### config.mk
export PLATFORM = sky130hd
export DESIGN_NAME = muldiv_unit_flat
export DESIGN_NICKNAME = d
export VERILOG_FILES = /design/src/rtl/muldiv_unit_if.sv /design/src/rtl/muldiv_unit.sv /design/src/flat_wrapper.sv
export SDC_FILE = /design/constraint.sdc
export NUM_CORES = 1
export LEC_CHECK = 0
export CAP_MARGIN = 0
export CORE_MARGIN = 2
export CORE_UTILIZATION = 55
export DETAILED_ROUTE_END_ITERATION = 6
export PLACE_DENSITY = 0.76
export REMOVE_ABC_BUFFERS = 1
export SLEW_MARGIN = 20
export SYNTH_ARGS = -nofsm -noshare
export SYNTH_HDL_FRONTEND = slang
export SYNTH_SLANG_ARGS = --single-unit
export TNS_END_PERCENT = 30
### constraint.sdc
create_clock -name clk -period 3.9 [get_ports clk]
set_clock_uncertainty 0.2 [all_clocks]
set_input_delay 0.78 -clock clk [delete_from_list [all_inputs] [get_ports clk]]
set_output_delay 0.78 -clock clk [all_outputs]
set_load 0.01 [all_outputs]
### src/rtl/muldiv_unit_if.sv
// muldiv_unit_if: operand/result bus between the register file and the RV32M multiply/divide unit
interface muldiv_unit_if #(
  parameter int XLEN   = 32,
  parameter int ADDR_W = 5
);
  logic              start;
  logic [2:0]        op;
  logic [XLEN-1:0]   operand_a;
  logic [XLEN-1:0]   operand_b;
  logic [ADDR_W-1:0] rd_in;
  logic              busy;
  logic              done;
  logic [XLEN-1:0]   result;
  logic [ADDR_W-1:0] rd_out;
  modport master (output start, op, operand_a, operand_b, rd_in, input busy, done, result, rd_out);
  modport slave  (input start, op, operand_a, operand_b, rd_in, output busy, done, result, rd_out);
endinterface

### src/rtl/muldiv_unit.sv
// muldiv_unit: iterative RV32M multiply/divide, 32 radix-2 steps plus a sign-correction cycle
module muldiv_unit #(
  parameter int XLEN   = 32,
  parameter int ADDR_W = 5
) (
  input logic        clk,
  input logic        rst,
  muldiv_unit_if.slave bus
);
  typedef enum logic [1:0] {IDLE, CALC, DONE} state_t;
  state_t            r_state, w_next;
  logic [2:0]        r_op;
  logic [XLEN-1:0]   r_ma, r_mb, r_result;
  logic              r_neg, r_fin, r_busy, r_done;
  logic [4:0]        r_cnt;
  logic [2*XLEN-1:0] r_acc;
  logic [ADDR_W-1:0] r_rd;
  logic              w_accept, w_step, w_final;
  logic              w_a_sgn, w_b_sgn, w_an, w_bn, w_neg, w_ge;
  logic [XLEN-1:0]   w_ma, w_mb, w_quo, w_rem, w_res;
  logic [XLEN:0]     w_madd, w_trial, w_diff;
  logic [2*XLEN-1:0] w_mstep, w_dstep, w_prod;
  always_ff @(posedge clk)
    if (rst) r_state <= IDLE;
    else     r_state <= w_next;
  always_comb begin
    w_accept = r_state == IDLE && bus.start;
    w_step   = r_state == CALC && !r_fin;
    w_final  = r_state == CALC && r_fin;
    w_next   = w_accept ? CALC : w_final ? DONE : r_state == DONE ? IDLE : r_state;
  end
  // Operand signedness and result sign; a zero divisor keeps the quotient positive so DIV by 0 yields all ones
  always_comb begin
    w_a_sgn = bus.op == 3'b001 || bus.op == 3'b010 || bus.op == 3'b100 || bus.op == 3'b110;
    w_b_sgn = bus.op == 3'b001 || bus.op == 3'b100 || bus.op == 3'b110;
    w_an    = w_a_sgn && bus.operand_a[XLEN-1];
    w_bn    = w_b_sgn && bus.operand_b[XLEN-1];
    w_ma    = w_an ? -bus.operand_a : bus.operand_a;
    w_mb    = w_bn ? -bus.operand_b : bus.operand_b;
    w_neg   = bus.op[2] ? (bus.op[1] ? w_an : (w_an ^ w_bn) && bus.operand_b != '0) : w_an ^ w_bn;
  end
  // r_acc holds {hi, lo}: product halves for multiply, {remainder, dividend/quotient} for divide
  always_comb begin
    w_madd  = {1'b0, r_acc[2*XLEN-1:XLEN]} + (r_acc[0] ? {1'b0, r_ma} : '0);
    w_mstep = {w_madd, r_acc[XLEN-1:1]};
    w_trial = r_acc[2*XLEN-1:XLEN-1];
    w_ge    = w_trial >= {1'b0, r_mb};
    w_diff  = w_trial - {1'b0, r_mb};
    w_dstep = {w_ge ? w_diff[XLEN-1:0] : w_trial[XLEN-1:0], r_acc[XLEN-2:0], w_ge};
    w_prod  = r_neg ? -r_acc : r_acc;
    w_quo   = r_neg ? -r_acc[XLEN-1:0] : r_acc[XLEN-1:0];
    w_rem   = r_neg ? -r_acc[2*XLEN-1:XLEN] : r_acc[2*XLEN-1:XLEN];
    w_res   = r_op[2] ? (r_op[1] ? w_rem : w_quo) : (r_op == 3'b000 ? w_prod[XLEN-1:0] : w_prod[2*XLEN-1:XLEN]);
  end
  always_ff @(posedge clk)
    if (rst) begin
      r_op     <= '0;
      r_ma     <= '0;
      r_mb     <= '0;
      r_neg    <= 1'b0;
      r_cnt    <= '0;
      r_fin    <= 1'b0;
      r_acc    <= '0;
      r_rd     <= '0;
      r_result <= '0;
      r_busy   <= 1'b0;
      r_done   <= 1'b0;
    end else begin
      r_done <= w_final;
      if (w_accept) begin
        r_op   <= bus.op;
        r_ma   <= w_ma;
        r_mb   <= w_mb;
        r_neg  <= w_neg;
        r_cnt  <= 5'd31;
        r_fin  <= 1'b0;
        r_acc  <= {{XLEN{1'b0}}, bus.op[2] ? w_ma : w_mb};
        r_rd   <= bus.rd_in;
        r_busy <= 1'b1;
      end
      if (w_step) begin
        r_acc <= r_op[2] ? w_dstep : w_mstep;
        r_cnt <= r_cnt - 5'd1;
        r_fin <= r_cnt == 5'd0;
      end
      if (w_final) r_result <= w_res;
      if (r_state == DONE) r_busy <= 1'b0;
    end
  assign bus.busy   = r_busy;
  assign bus.done   = r_done;
  assign bus.result = r_result;
  assign bus.rd_out = r_rd;
endmodule

### src/flat_wrapper.sv
// flat-port wrapper written by rule: the top's interface ports become plain ports
module muldiv_unit_flat 
#(
  parameter int XLEN   = 32,
  parameter int ADDR_W = 5
)
  (clk, rst, bus_start, bus_op, bus_operand_a, bus_operand_b, bus_rd_in, bus_busy, bus_done, bus_result, bus_rd_out);
  muldiv_unit_if #(.XLEN(XLEN), .ADDR_W(ADDR_W)) bus_i ();
  input logic clk;
  input logic rst;
  input wire logic [$bits(bus_i.start)-1:0] bus_start;
  input wire logic [$bits(bus_i.op)-1:0] bus_op;
  input wire logic [$bits(bus_i.operand_a)-1:0] bus_operand_a;
  input wire logic [$bits(bus_i.operand_b)-1:0] bus_operand_b;
  input wire logic [$bits(bus_i.rd_in)-1:0] bus_rd_in;
  output wire logic [$bits(bus_i.busy)-1:0] bus_busy;
  output wire logic [$bits(bus_i.done)-1:0] bus_done;
  output wire logic [$bits(bus_i.result)-1:0] bus_result;
  output wire logic [$bits(bus_i.rd_out)-1:0] bus_rd_out;
  assign bus_i.start = bus_start;
  assign bus_i.op = bus_op;
  assign bus_i.operand_a = bus_operand_a;
  assign bus_i.operand_b = bus_operand_b;
  assign bus_i.rd_in = bus_rd_in;
  assign bus_busy = bus_i.busy;
  assign bus_done = bus_i.done;
  assign bus_result = bus_i.result;
  assign bus_rd_out = bus_i.rd_out;
  muldiv_unit #(.XLEN(XLEN), .ADDR_W(ADDR_W)) u_core (.clk(clk), .rst(rst), .bus(bus_i));
endmodule
# After elaboration in Yosys (flattened, before gate mapping)
# Cells that the tools add are included.
[word_totals]
memories = 0
rom_bits = 0
in_bits = 75
latch_bits = 0
reg_bits = 179
ramBits = 0
[classes]
bitwise = 1
shifts = 0
order_cmp = 1
n_eq_ne = 6
mux = 23
div_mod_pow = 0
n_addsub = 8
n_reduce_logical = 21
multipliers = 0
[ops]
columns = ["op", "count"]
rows = [
  ["two-way mux 32 bit", 10],
  ["two-way mux 64 bit", 4],
  ["negation 32 bit", 4],
  ["negation 64 bit", 1],
  ["adder 32 x 32 -> 33 bit", 1],
  ["greater-or-equal comparator 33 x 32 -> 1 bit", 1],
  ["nonzero test 32 bit", 1],
  ["subtractor 32 bit", 1],
  ["two-way mux 5 bit", 2],
  ["== test 3 bit (second input constant)", 2],
  ["logical AND 1 bit", 6],
  ["logical NOT 5 bit", 1],
  ["logical OR 1 bit", 5],
  ["two-way mux 1 bit", 5],
  ["subtractor 5 x 1 -> 5 bit (second input constant)", 1],
  ["two-way mux 2 bit", 2],
  ["nonzero test 2 bit", 2],
  ["OR reduction 2 bit", 2],
  ["== test 3 x 1 -> 1 bit (second input constant)", 1],
  ["== test 3 x 2 -> 1 bit (second input constant)", 1],
  ["logical NOT 3 bit", 1],
  ["nonzero test 3 bit", 1],
  ["== test 2 x 1 -> 1 bit (second input constant)", 1],
  ["== test 2 bit (second input constant)", 1],
  ["3 further kinds", 3],
]

# Logic depth before layout (Yosys ltp)
# Gate-level depths: netlist of the first run.
[logic_depth]
word_depth = 9
ltp_mapped = 17
mapped_depth_nobuf = 15

# Worst setup path after synthesis of the first run
# Ideal clock, no wire load.
[synth_timing]
kind = "reg-to-reg"
start = "reg u_core.r_acc[0]"
end = "reg u_core.r_acc[61]"
t_arrival_ns = 3.306
path_buffers = 2
slack_ns = 0.272
path_stages_with_launch = 18
required_time_ns = 3.578
setup_time_ns = 0.122
cell_sequence = "dfxtp_1 clkbuf_1 clkbuf_1 and2_1 ha_1 inv_1 fa_1 nor2b_1 o21ai_0 a21oi_1 o21ai_0 nand3_1 a41oi_1 o21ai_0 a211oi_1 o21ai_0 xor2_1 a221o_1"
[synth_between]
elab_chain_len = 4
[synth_rtl]
columns = ["item", "line_no", "text"]
rows = [
  ["start, declared", "muldiv_unit.sv:16", "logic [2*XLEN-1:0] r_acc;"],
  ["start signal, assigned", "muldiv_unit.sv:77", "r_acc <= {{XLEN{1'b0}}, bus.op[2] ? w_ma : w_mb};"],
  ["start signal, assigned", "muldiv_unit.sv:82", "r_acc <= r_op[2] ? w_dstep : w_mstep;"],
  ["two-way mux 32 bit", "muldiv_unit.sv:44", "w_madd = {1'b0, r_acc[2*XLEN-1:XLEN]} + (r_acc[0] ? {1'b0, r_ma} : '0);"],
  ["adder 32 x 32 -> 33 bit", "muldiv_unit.sv:44", ""],
  ["two-way mux 64 bit", "muldiv_unit.sv:82", ""],
  ["two-way mux 64 bit", "muldiv_unit.sv:81", "if (w_step) begin"],
]
# Every way passes these cells.
# A chain may end at the register's enable or synchronous reset.

# Worst setup path in the final report of the first run
[layout_timing]
start = "reg u_core.r_acc[32]"
end = "reg u_core.r_result[28] (netlist: u_core.bus.result[28])"
[layout_between]
elab_chain_len = 4
word_cells_on_any_way = 7
[layout_rtl]
columns = ["item", "line_no", "text"]
rows = [
  ["negation 64 bit or negation 32 bit (tied branches)", "muldiv_unit.sv:50, muldiv_unit.sv:52", ""],
  ["two-way mux 64 bit or two-way mux 32 bit (tied branches)", "muldiv_unit.sv:50, muldiv_unit.sv:52", ""],
  ["two-way mux 32 bit", "muldiv_unit.sv:53", "w_res = r_op[2] ? (r_op[1] ? w_rem : w_quo) : (r_op == 3'b000 ? w_prod[XLEN-1:0] : w_prod[2*XLEN-1:XLEN]);"],
  ["two-way mux 32 bit (*)", "muldiv_unit.sv:53", ""],
  ["end signal, assigned", "muldiv_unit.sv:86", "if (w_final) r_result <= w_res;"],
  ["end, declared", "muldiv_unit.sv:13", "logic [XLEN-1:0] r_ma, r_mb, r_result;"],
]
# Every way passes the cells marked *; elsewhere a longest branch is shown, timed or not.

==> impl_metrics.py, run 1 <==
metrics = {
    "floorplan": {
        "initial_utilization_pct": 56.2,
        "core_um2": 26200,
        "rows": 59,
        "die_x_um": 168,
        "ios": 114,
        "dieArea_um2": 28100,
        "die_h_um": 168,
    },
    "hold_path": {
        "hold_path_class": "register to register",
        "hold_start": "u_core.bus.result[29]",
    },
    "critical_path": {
        "cp_max_fo": 6,
        "path_class": "register to register",
        "crit_chain": "inv_1, ha_1, or4b_1, or4_4, or3_1, or2_2, o21ai_1, nand2_1, xnor2_1, a222oi_1, nand2_1, a21oi_1",
        "cp-end-kind": "register",
        "crit_top_cell": "nand2_1",
        "critPathLaunch": "u_core.r_acc[32]",
        "worstReg2RegStart": "u_core.r_acc[32]",
        "start_kind": "register",
        "worst_path_largest_cell_delay_ps": 580,
        "cp_slowest_cell": "or4_4",
        "required_ps": 4080,
        "cp.arrival_ps": 3920,
    },
    "finish": {
        "fin_util_pct": 67.3,
        "seqCellArea_um2": 3590,
        "insertedDiodeCount": 0,
        "final_nets": 2276,
        "nFillCells": 2266,
        "mostFrequentLayoutCell": "nor2_1",
        "synthToLayoutAreaGrowth_pct": 19.7,
        "multiInputGateArea_um2": 10400,
        "drive_gt1_share_pct": 12.5,
        "layout.cells.most_common_list": "226 x nor2_1, 180 x a21oi_1, 175 x dfxtp_1",
    },
    "clocking": {
        "cts-buffers-inserted": 17,
        "postCtsResizedCells": 0,
        "clkSinkCount": 179,
        "cts.path.max_buffers": 2,
        "tritoncts": "done",
        "ctsRootBufferMaster": "clkbuf_16",
        "clk_latency_ps": 450,
        "htree_levels": 4,
        "postCtsSetupBuffers": 0,
        "clk_pin_slew_ps": 80,
        "cts_hold_buf": 0,
    },
    "detailed_routing": {
        "wl_um": 52600,
        "via_count": 16000,
        "drtPass1Iterations": 6,
        "dr.first_iter.drc_count": 1857,
        "viasPerCell": 6.45,
        "drcViolationCount": 0,
        "routedWlPerCell_um": 21.2,
        "ant_nets": 0,
    },
    "yosys": {
        "syn_area_um2": 14700,
        "synth_top_family_by_area": "compound AO/OA/AOI/OAI gates",
        "synth_cell_types": 79,
        "syn_avg_cell_area_um2": 7.46,
        "ys_warn_count": 0,
        "yosysSeqAreaShare_pct": 24.3,
        "synthMuxAreaShare_pct": 4.13,
        "async_reset_ff_share_pct": 0,
        "synth-edff-count": 0,
        "synthAdderAreaFrac_pct": 6.22,
        "synthCells": 1974,
        "synth_xor_area_share_pct": 11.1,
        "ys_ff_latch": 179,
        "synth_flop_cell": "dfxtp_1",
        "synth_compound_gate_area_share_pct": 27.7,
        "synthSimpleGateAreaFrac_pct": 21.0,
    },
    "job": {
        "maxCapViolCount": 0,
    },
    "grt": {
        "antenna_found_initial": 0,
        "globalRouteTotalUtil_pct": 36.9,
        "grt_max_degree": 119,
        "gr-total-overflow": 0,
        "grt_pass1_vias": 14800,
        "grt_pass1_wl_um": 81900,
    },
    "status": {
        "outcome": "finished clean",
    },
    "sta": {
        "hold_viol": 0,
        "fin_crit_sh_pct": 95.9,
        "worst_slew_pin_slew_ps": 1050,
        "fmax_mhz": 267,
        "grt_setup_unrepaired": "yes",
        "slew_headroom_pct": 29.8,
        "finalSetupViolations": 0,
        "drv_slew": 0,
        "min_period_ps": 3740,
    },
    "placement": {
        "detailed_place_hpwl_um": 40700,
        "io_buffer_count": 113,
        "gp_congestion": 1.07,
    },
    "pwr": {
        "p_leak_nw": 7.47,
        "total_power_mw": 5.88,
        "vdd_ir_drop_max_mv": 0.293,
        "p_per_area_nw_per_um2": 333,
    },
}
==> layout make-up <==
cell class,instances,share of cell area (%)
clock inverters,15,1.06
well taps,335,2.38
multi-input cells,1589,59.0
repair buffers,272,13.4
inverters,70,1.49
flip-flops and latches,179,20.4
clock buffers,17,2.41
==> Yosys cell counts (4+ instances only) <==
cell type | n | area, µm²
or3_4 | 4 | 45.0
or3_1 | 20 | 125
o221ai_1 | 5 | 43.8
nand4_1 | 9 | 56.3
buf_1 | 12 | 45.0
and2_1 | 43 | 269
mux2_2 | 34 | 383
or2_2 | 6 | 37.5
o21ai_0 | 126 | 631
nor3_1 | 37 | 185
a221oi_1 | 9 | 78.8
o31ai_1 | 26 | 195
xor2_1 | 95 | 832
o22ai_1 | 5 | 31.3
inv_1 | 69 | 259
o21a_1 | 9 | 67.6
a21o_1 | 39 | 293
a222oi_1 | 33 | 330
mux2i_1 | 18 | 180
nor4_1 | 13 | 81.3
ha_1 | 70 | 876
nor3b_1 | 4 | 30.0
or4_1 | 16 | 120
nor2b_1 | 11 | 68.8
a21boi_0 | 5 | 37.5
a22oi_1 | 22 | 165
a22o_1 | 6 | 52.6
nand3_1 | 31 | 155
o211ai_1 | 9 | 67.6
o41ai_1 | 13 | 114
and3_1 | 13 | 81.3
a211oi_1 | 84 | 631
a21oi_1 | 180 | 901
o21bai_1 | 5 | 37.5
clkbuf_1 | 118 | 443
nand2b_1 | 27 | 169
a2111oi_0 | 6 | 52.6
a31oi_1 | 11 | 68.8
nand2_1 | 169 | 634
nor2_1 | 228 | 856
a32o_1 | 4 | 40.0
xnor2_1 | 92 | 806
dfxtp_1 | 179 | 3580
==> sequential cells by signal, summed over array words and instances, names as in the netlist <==
| name | flops |
|---|---|
| u_core.bus.result | 32 |
| u_core.bus.busy | 1 |
| u_core.r_op | 3 |
| u_core.r_cnt | 5 |
| u_core.r_ma | 32 |
| u_core.bus.done | 1 |
| u_core.r_acc | 64 |
| u_core.r_mb | 32 |
| u_core.r_neg | 1 |
| u_core.bus.rd_out | 5 |
| u_core.r_fin | 1 |
| u_core.r_state | 2 |
==> cell families (layout without fill, tap and decap cells) <==
kind of cell	Yosys count	after routing
fa+ha+maj	72	72
xor+xnor	187	187
flops	179	179
buf+inv	206	374
compound gates	624	624
mux	54	54
simple gates	652	652
==> power breakdown <==
part           leakage (nW)  internal (mW)  switching [mW]
clock                 0.300          0.925           0.897
combinational          5.70          0.818            1.20
sequential             1.47           1.94          0.0940
total                  7.47           3.69            2.19
==> worst paths after layout <==
kind	to	slack, ps	depth (start not counted)
worst max-delay path	u_core.bus.result[28]	160	12
worst min register to register	u_core.bus.result[29]	250	2
worst max register to register	u_core.bus.result[28]	160	12
worst min-delay path	u_core.bus.result[29]	250	2
==> critical path, delay by kind of cell (launching register included) <==
| family | cells | cell delay, ps |
|---|---|---|
| AND/OR/NAND/NOR | 6 | 1950 |
| flip-flops | 1 | 390 |
| XOR/XNOR | 1 | 140 |
| adder cells (fa/ha/maj) | 1 | 230 |
| AO/OA/AOI/OAI | 3 | 640 |
| buffers and inverters | 1 | 110 |
==> per-stage QoR <==
step           instances  hold WS, ps  cell area [µm²]  TNS (ps)  worst slack (ps)
2_1_floorplan       1838          226            14200   -110830             -1420
3_3_place_gp        2445          234            17000      -804              -203
3_5_place_dp        2445          236            17000     -1680              -239
4_1_cts             2477          248            17600         0               115
5_1_grt             2477          273            17600     -15.3             -15.3
6_report            2477          247            17600         0               161
==> layer usage <==
metal,track usage (%),vias up,routed length (µm)
met5,0,-,0
met4,14.0,0,2090
met3,6.22,142,5430
met2,57.8,873,22800
met1,50.9,7496,22300
li1,-,7455,-
(Power assumes the default switching activity.)
==> run 2: changes to the inputs <==
--- a/config.mk
+++ b/config.mk
@@ -11,7 +11,6 @@
 export DETAILED_ROUTE_END_ITERATION = 6
 export PLACE_DENSITY = 0.76
 export REMOVE_ABC_BUFFERS = 1
-export SLEW_MARGIN = 20
 export SYNTH_ARGS = -nofsm -noshare
 export SYNTH_HDL_FRONTEND = slang
 export SYNTH_SLANG_ARGS = --single-unit
==> results of run 2 <==
The final DEF is identical to that of run 1; final timing and power are the same.
